`src/rtl/reg_bank_stack.sv`:
```
// reg_bank_stack: NREGS-entry register bank with four-source load.
// Register 0 (accumulator) has a DEPTH-entry LIFO save/restore stack.
module reg_bank_stack #(
  parameter int WIDTH = 8,
  parameter int NREGS = 4,
  parameter int DEPTH = 8,
  localparam int AW  = (NREGS > 2) ? $clog2(NREGS) : 1,
  localparam int SPW = $clog2(DEPTH + 1)
) (
  input  logic                    clk,
  input  logic                    rst,
  input  logic [WIDTH-1:0]        iInbox,
  input  logic [WIDTH-1:0]        iMem,
  input  logic [WIDTH-1:0]        iData,
  input  logic [WIDTH-1:0]        iAlu,
  input  logic [1:0]              muxR,
  input  logic                    wR,
  input  logic [AW-1:0]           wAddr,
  input  logic [AW-1:0]           rAddr,
  input  logic                    push,
  input  logic                    pop,
  output logic signed [WIDTH-1:0] R,
  output logic signed [WIDTH-1:0] rData,
  output logic [SPW-1:0]          sp,
  output logic                    empty,
  output logic                    full,
  output logic                    err
);

  localparam int SAW = (DEPTH > 1) ? $clog2(DEPTH) : 1;
  localparam logic [AW:0] NR = (AW + 1)'(NREGS);

  typedef enum logic [1:0] {
    S_EMPTY,
    S_PARTIAL,
    S_FULL
  } st_e;

  logic [WIDTH-1:0] regs_q [NREGS];
  logic [WIDTH-1:0] regs_d [NREGS];
  logic [WIDTH-1:0] stack_q [DEPTH];
  logic [SPW-1:0]   sp_q, sp_d;
  logic             err_q, err_d;
  st_e              st_q, st_d;

  logic             op_push, op_pop, op_swap;
  logic             push_ok, pop_ok, swap_ok;
  logic             stk_we;
  logic [SAW-1:0]   top_idx, stk_waddr;
  logic [WIDTH-1:0] src;
  logic             wr_ok;

  // Load source select and stack operation decode
  always_comb begin
    src = iInbox;
    unique case (muxR)
      2'd0: src = iInbox;
      2'd1: src = iMem;
      2'd2: src = iData;
      2'd3: src = iAlu;
    endcase
    op_push   = push & ~pop;
    op_pop    = pop & ~push;
    op_swap   = push & pop;
    push_ok   = op_push & ~empty;
    push_ok   = op_push & ~full;
    pop_ok    = op_pop & ~empty;
    swap_ok   = op_swap & ~empty;
    top_idx   = SAW'(sp_q - SPW'(1));
    stk_we    = ~rst & (push_ok | swap_ok);
    stk_waddr = push_ok ? SAW'(sp_q) : top_idx;
    wr_ok     = wR & ({1'b0, wAddr} < NR);
  end

  // Next register, pointer and error state
  always_comb begin
    regs_d = regs_q;
    sp_d   = sp_q;
    err_d  = err_q;
    if (wr_ok) regs_d[wAddr] = src;
    if (pop_ok | swap_ok) regs_d[0] = stack_q[top_idx];
    if (push_ok) sp_d = sp_q + SPW'(1);
    if (pop_ok) sp_d = sp_q - SPW'(1);
    if ((op_push & full) | ((op_pop | op_swap) & empty))
      err_d = 1'b1;
  end

  // Register bank, pointer and sticky error flops
  always_ff @(posedge clk) begin
    if (rst) begin
      for (int i = 0; i < NREGS; i++) regs_q[i] <= '0;
      sp_q  <= '0;
      err_q <= 1'b0;
    end else begin
      regs_q <= regs_d;
      sp_q   <= sp_d;
      err_q  <= err_d;
    end
  end

  // Stack storage, not reset
  always_ff @(posedge clk) begin
    if (stk_we) stack_q[stk_waddr] <= regs_q[0];
  end

  // Occupancy FSM state register
  always_ff @(posedge clk) begin
    if (rst) st_q <= S_EMPTY;
    else     st_q <= st_d;
  end

  // Occupancy FSM next state, tracks sp
  always_comb begin
    st_d = st_q;
    unique case (st_q)
      S_EMPTY: begin
        if (push_ok)
          st_d = (DEPTH == 1) ? S_FULL : S_PARTIAL;
      end
      S_PARTIAL: begin
        if (push_ok && sp_q == SPW'(DEPTH - 1))
          st_d = S_FULL;
        else if (pop_ok && sp_q == SPW'(1))
          st_d = S_EMPTY;
      end
      S_FULL: begin
        if (pop_ok)
          st_d = (DEPTH == 1) ? S_EMPTY : S_PARTIAL;
      end
      default: st_d = S_EMPTY;
    endcase
  end

  // Occupancy FSM outputs
  always_comb begin
    empty = 1'b0;
    full  = 1'b0;
    unique case (st_q)
      S_EMPTY:   empty = 1'b1;
      S_PARTIAL: ;
      S_FULL:    full = 1'b1;
      default:   empty = 1'b1;
    endcase
  end

  // Read ports and status
  always_comb begin
    R     = regs_q[0];
    rData = ({1'b0, rAddr} < NR) ? regs_q[rAddr] : '0;
    sp    = sp_q;
    err   = err_q;
  end

`ifndef SYNTHESIS
  logic seen_rst_q;

  // Remember that a reset has been applied
  always @(posedge clk) begin
    if (rst) seen_rst_q <= 1'b1;
  end

  // Trace accumulator changes
  always @(R) begin
    $display("reg_bank_stack: R = %0h", R);
  end

  // State must be fully known once reset has been seen
  always @(posedge clk) begin
    if (seen_rst_q === 1'b1 && !rst)
      assert (!$isunknown({regs_q[0], sp_q, err_q}))
      else $error("reg_bank_stack: unknown bits in R/sp/err");
  end
`endif

endmodule

```
`config.mk`:
```
export PLATFORM = sky130hd
export DESIGN_NAME = reg_bank_stack
export DESIGN_NICKNAME = d
export VERILOG_FILES = /design/src/rtl/reg_bank_stack.sv
export SDC_FILE = /design/constraint.sdc
export NUM_CORES = 1
export LEC_CHECK = 0
export CELL_PAD_IN_SITES_DETAIL_PLACEMENT = 1
export CELL_PAD_IN_SITES_GLOBAL_PLACEMENT = 2
export CORE_MARGIN = 3
export CORE_UTILIZATION = 40
export CTS_CLUSTER_SIZE = 28
export DETAILED_ROUTE_END_ITERATION = 12
export PLACE_DENSITY = 0.9
export REMOVE_ABC_BUFFERS = 1
export SYNTH_ARGS = -nofsm -noshare
export SYNTH_HDL_FRONTEND = slang
export SYNTH_SLANG_ARGS = --single-unit
export TNS_END_PERCENT = 5
```
`constraint.sdc`:
```
create_clock -name clk -period 4.7 [get_ports clk]
set_clock_uncertainty 0.1 [all_clocks]
set_input_delay 0.47 -clock clk [delete_from_list [all_inputs] [get_ports clk]]
set_output_delay 0.47 -clock clk [all_outputs]
set_load 0.02 [all_outputs]
```
==> metrics.md <==
| Metric | Value |
|---|---|
| Final period utilization | `67.9%` |
| H-tree levels | `3` |
| EDFF count, synth | `64` |
| DR DRC count | `0` |
| Yosys top cell by area | `edfxtp_1` |
| Hold Path End | `regs_q[12]` |
| Seq/Total Area, Yosys | `57.5%` |
| Min Hold Slack | `0.361 ns` |
| Via Count | `3,042` |
| Pins Over Slew Limit | `0` |
| R2r setup slk | `1.51 ns` |
| Async S/R FF share, synth | `0%` |
| Family with the most delay on the worst path | `adder cells` |
| Hold path startpoint | `regs_q[12]` |
| Worst hold-check path type | `reg -> reg` |
| Synthesized flop and latch total | `103` |
| Die Wd | `114 microns` |
| Synth top area share | `40.9%` |
| Post-synthesis compound-gate area fraction | `7.48%` |
| CP Max Fanout | `28` |
| Top_reg_cell synth | `edfxtp_1` |
| Clk buf depth | `2` |
| Status | `completed` |
| R2R depth | `6` |
| WP data arrival | `3.06 ns` |
| Critical Path RT | `4.57 ns` |
| Synth cell count leaders | `edfxtp_1 (64), nand2_1 (57), dfxtp_1 (39), a21oi_1 (38), mux4_2 (32)` |
| Psw | `0.000732 W` |
| Die Footprint | `0.0131 sq mm` |
| Clock Latency Late Sink | `0.35 ns` |
| Static Leak | `1.90 nW` |
| Ys Warns | `0` |
| CTS root buffer | `clkbuf_16` |
| Fin area | `0.00567 sq mm` |
| RSZ-0062 raised after global routing | `no` |
| Core ar. | `0.0112 sq mm` |
| Global placement routability congestion | `0.761` |
| FP Rows | `38` |
| Nets | `459` |
| Number of diodes | `0` |
| Slowest cell on the critical path | `ha_1` |
| Reg power frac | `46.9%` |
| Vias per cell | `5.49` |
| Crit-path cells | `buf_4 -> inv_1 -> ha_1 -> mux2_2 -> nand2_1 -> nor2_1` |
| DPL Wire Length | `8670 microns` |
| Total GRT Usage | `19.1%` |
| Total power | `0.00240 W` |
| Post-synthesis xor/xnor area fraction | `1.09%` |
| Post-synthesis mux area share | `17.8%` |
| Post-Synth Adder-Cell Area | `1.86%` |
| # Max-Cap Violations | `0` |
| Placed cell areas | `0.00537 sq mm` |
| Hold-fix buffers, CTS | `0` |
| Layout Utilization | `50.8%` |
| DR pass1 iterations | `4` |
| Count leader, synth | `edfxtp_1` |
| Area growth syn-to-layout | `20.6%` |
| Worst setup EP type | `register` |
| Initial antenna violation count | `0` |
| Total gr overflow | `0` |
| Die Y | `114 microns` |
| Critical R2R Capture | `stack_q[0][6]` |
| Post-Syn Instances | `362` |
| Final setup fails | `0` |
| Post-synthesis simple-gate area fraction | `9.39%` |
| CTS Buf Count | `9` |
| Routed wire length | `11,600 microns` |
| Minimum clock period | `3.19 ns` |
| CP max stage delay | `0.89 ns` |
| Internal power | `0.00167 W` |
| Clock power frac | `30.5%` |
| Fmax | `313 MHz` |
| IO Count | `66` |
| Gate power share | `22.5%` |
| First-pass GRT wire length | `18,800 microns` |
| Power Density | `424 mW/mm^2` |
| R2r startpoint | `sp[0]` |
| Hold path depth | `2` |
| Port-buffer cells | `65` |
| Post-DR wirelength/cell | `20.9 microns` |
| Final hold vios | `0` |
| Vias in the first global route | `3,435` |
| Synth cell types | `40` |
| Fin Setup TNS | `0 ns` |
| Worst Setup Start Kind | `register` |
| CTS tree | `done` |
| Starting Density | `42.1%` |
| Cell Area, Synth | `0.00470 sq mm` |
| Slew HR | `40.6%` |
| Setup Crit Path Kind | `reg -> reg` |
| Clk sinks | `103` |
| Syn Area/Cell | `13.0 sq um` |
| Largest net degree at the start of global routing | `43` |
| Setup bufs post-CTS | `0` |
| CP bufs+invs | `2` |
| Post-DRT Antenna Nets | `0` |
| PostCTS Resize Cnt | `0` |
| Synth top area cells | `edfxtp_1 (41%), dfxtp_1 (17%), mux4_2 (15%)` |
| Fraction of layout cells with a size suffix above 1 | `14.7%` |
| Detailed Route Iter0 Violations | `132` |
| Largest family of logic cells by synthesized area | `multiplexers` |
| Slew @ Worst Pin | `0.891 ns` |
| Peak supply drop | `197 uV` |
| Worst Setup SP | `sp[0]` |
| Reg clk slew, reported paths | `0.07 ns` |
| Sw Ratio | `30.4%` |
==> layer usage <==
metal | vias to the layer above | part of all wire [%] | track usage, %
met5 | - | 0 | 0
met4 | 0 | 0.44 | 3.33
met3 | 5 | 5.6 | 4.39
met2 | 84 | 53 | 34.0
met1 | 1530 | 41 | 24.0
li1 | 1423 | - | -
==> tightest hold or removal path: stages (launching register included) <==
cell	delay, ns
dfxtp_1	0.31
nand2_1	0.05
a21oi_1	0.06
==> placed cells by master, fill, tap and decap left out, types with 9 or more instances in the layout <==
cell type        count
clkdlybuf4s50_1     65
edfxtp_1            64
nand2_1             57
dfxtp_1             39
a21oi_1             38
mux4_2              32
nor2_1              16
inv_1               14
mux2i_1              9
clkbuf_16            9
==> registers in the layout, indices dropped and copies added, names as in the netlist <==
register / cells
stack_q: 64
regs_q: 24
R: 8
sp: 4
st_q: 2
err: 1
==> power by group through the flow <==
stage,registers [W],clock network (W),logic [W]
after CTS,0.00113,0.000745,0.000552
after global routing,0.00114,0.000787,0.000596
after detailed placement,0.00115,0,0.000546
after floorplan,0.00114,0,0.000297
after global placement,0.00114,0,0.000528
final,0.00113,0.000734,0.000542
==> cell families after synthesis <==
kind of cell / Yosys count
fa+ha+maj: 7
simple gates: 98
buf+inv: 46
compound gates: 60
mux: 43
flops: 103
xor+xnor: 5
==> worst max path at each step <==
stage | to | slack [ns] | cells past startpoint
2_1_floorplan | stack_q[1][0] | 1.59 | 5
3_3_place_gp | stack_q[1][5] | 1.55 | 5
3_5_place_dp | stack_q[1][0] | 1.39 | 5
4_1_cts | stack_q[1][2] | 1.42 | 6
5_1_grt | stack_q[0][6] | 1.21 | 6
6_report | stack_q[0][6] | 1.51 | 6
==> through the flow <==
step | setup slack, ns | instances
final | 1.51 | 554
after detailed placement | 1.39 | 538
after floorplan | 1.59 | 330
after global placement | 1.55 | 538
after global routing | 1.21 | 554
after CTS | 1.42 | 554
==> layout make-up <==
class                      instances  area [sq um]
fill                            1114          5500
sequential                       103          2700
clock inverter                     7          75.1
inverter                          14          52.6
tap                              140           175
clock buffer                       9           225
timing repair buffer              68           673
multi-input combinational        213          1770
Note: power is estimated with default switching activity, not from simulation.
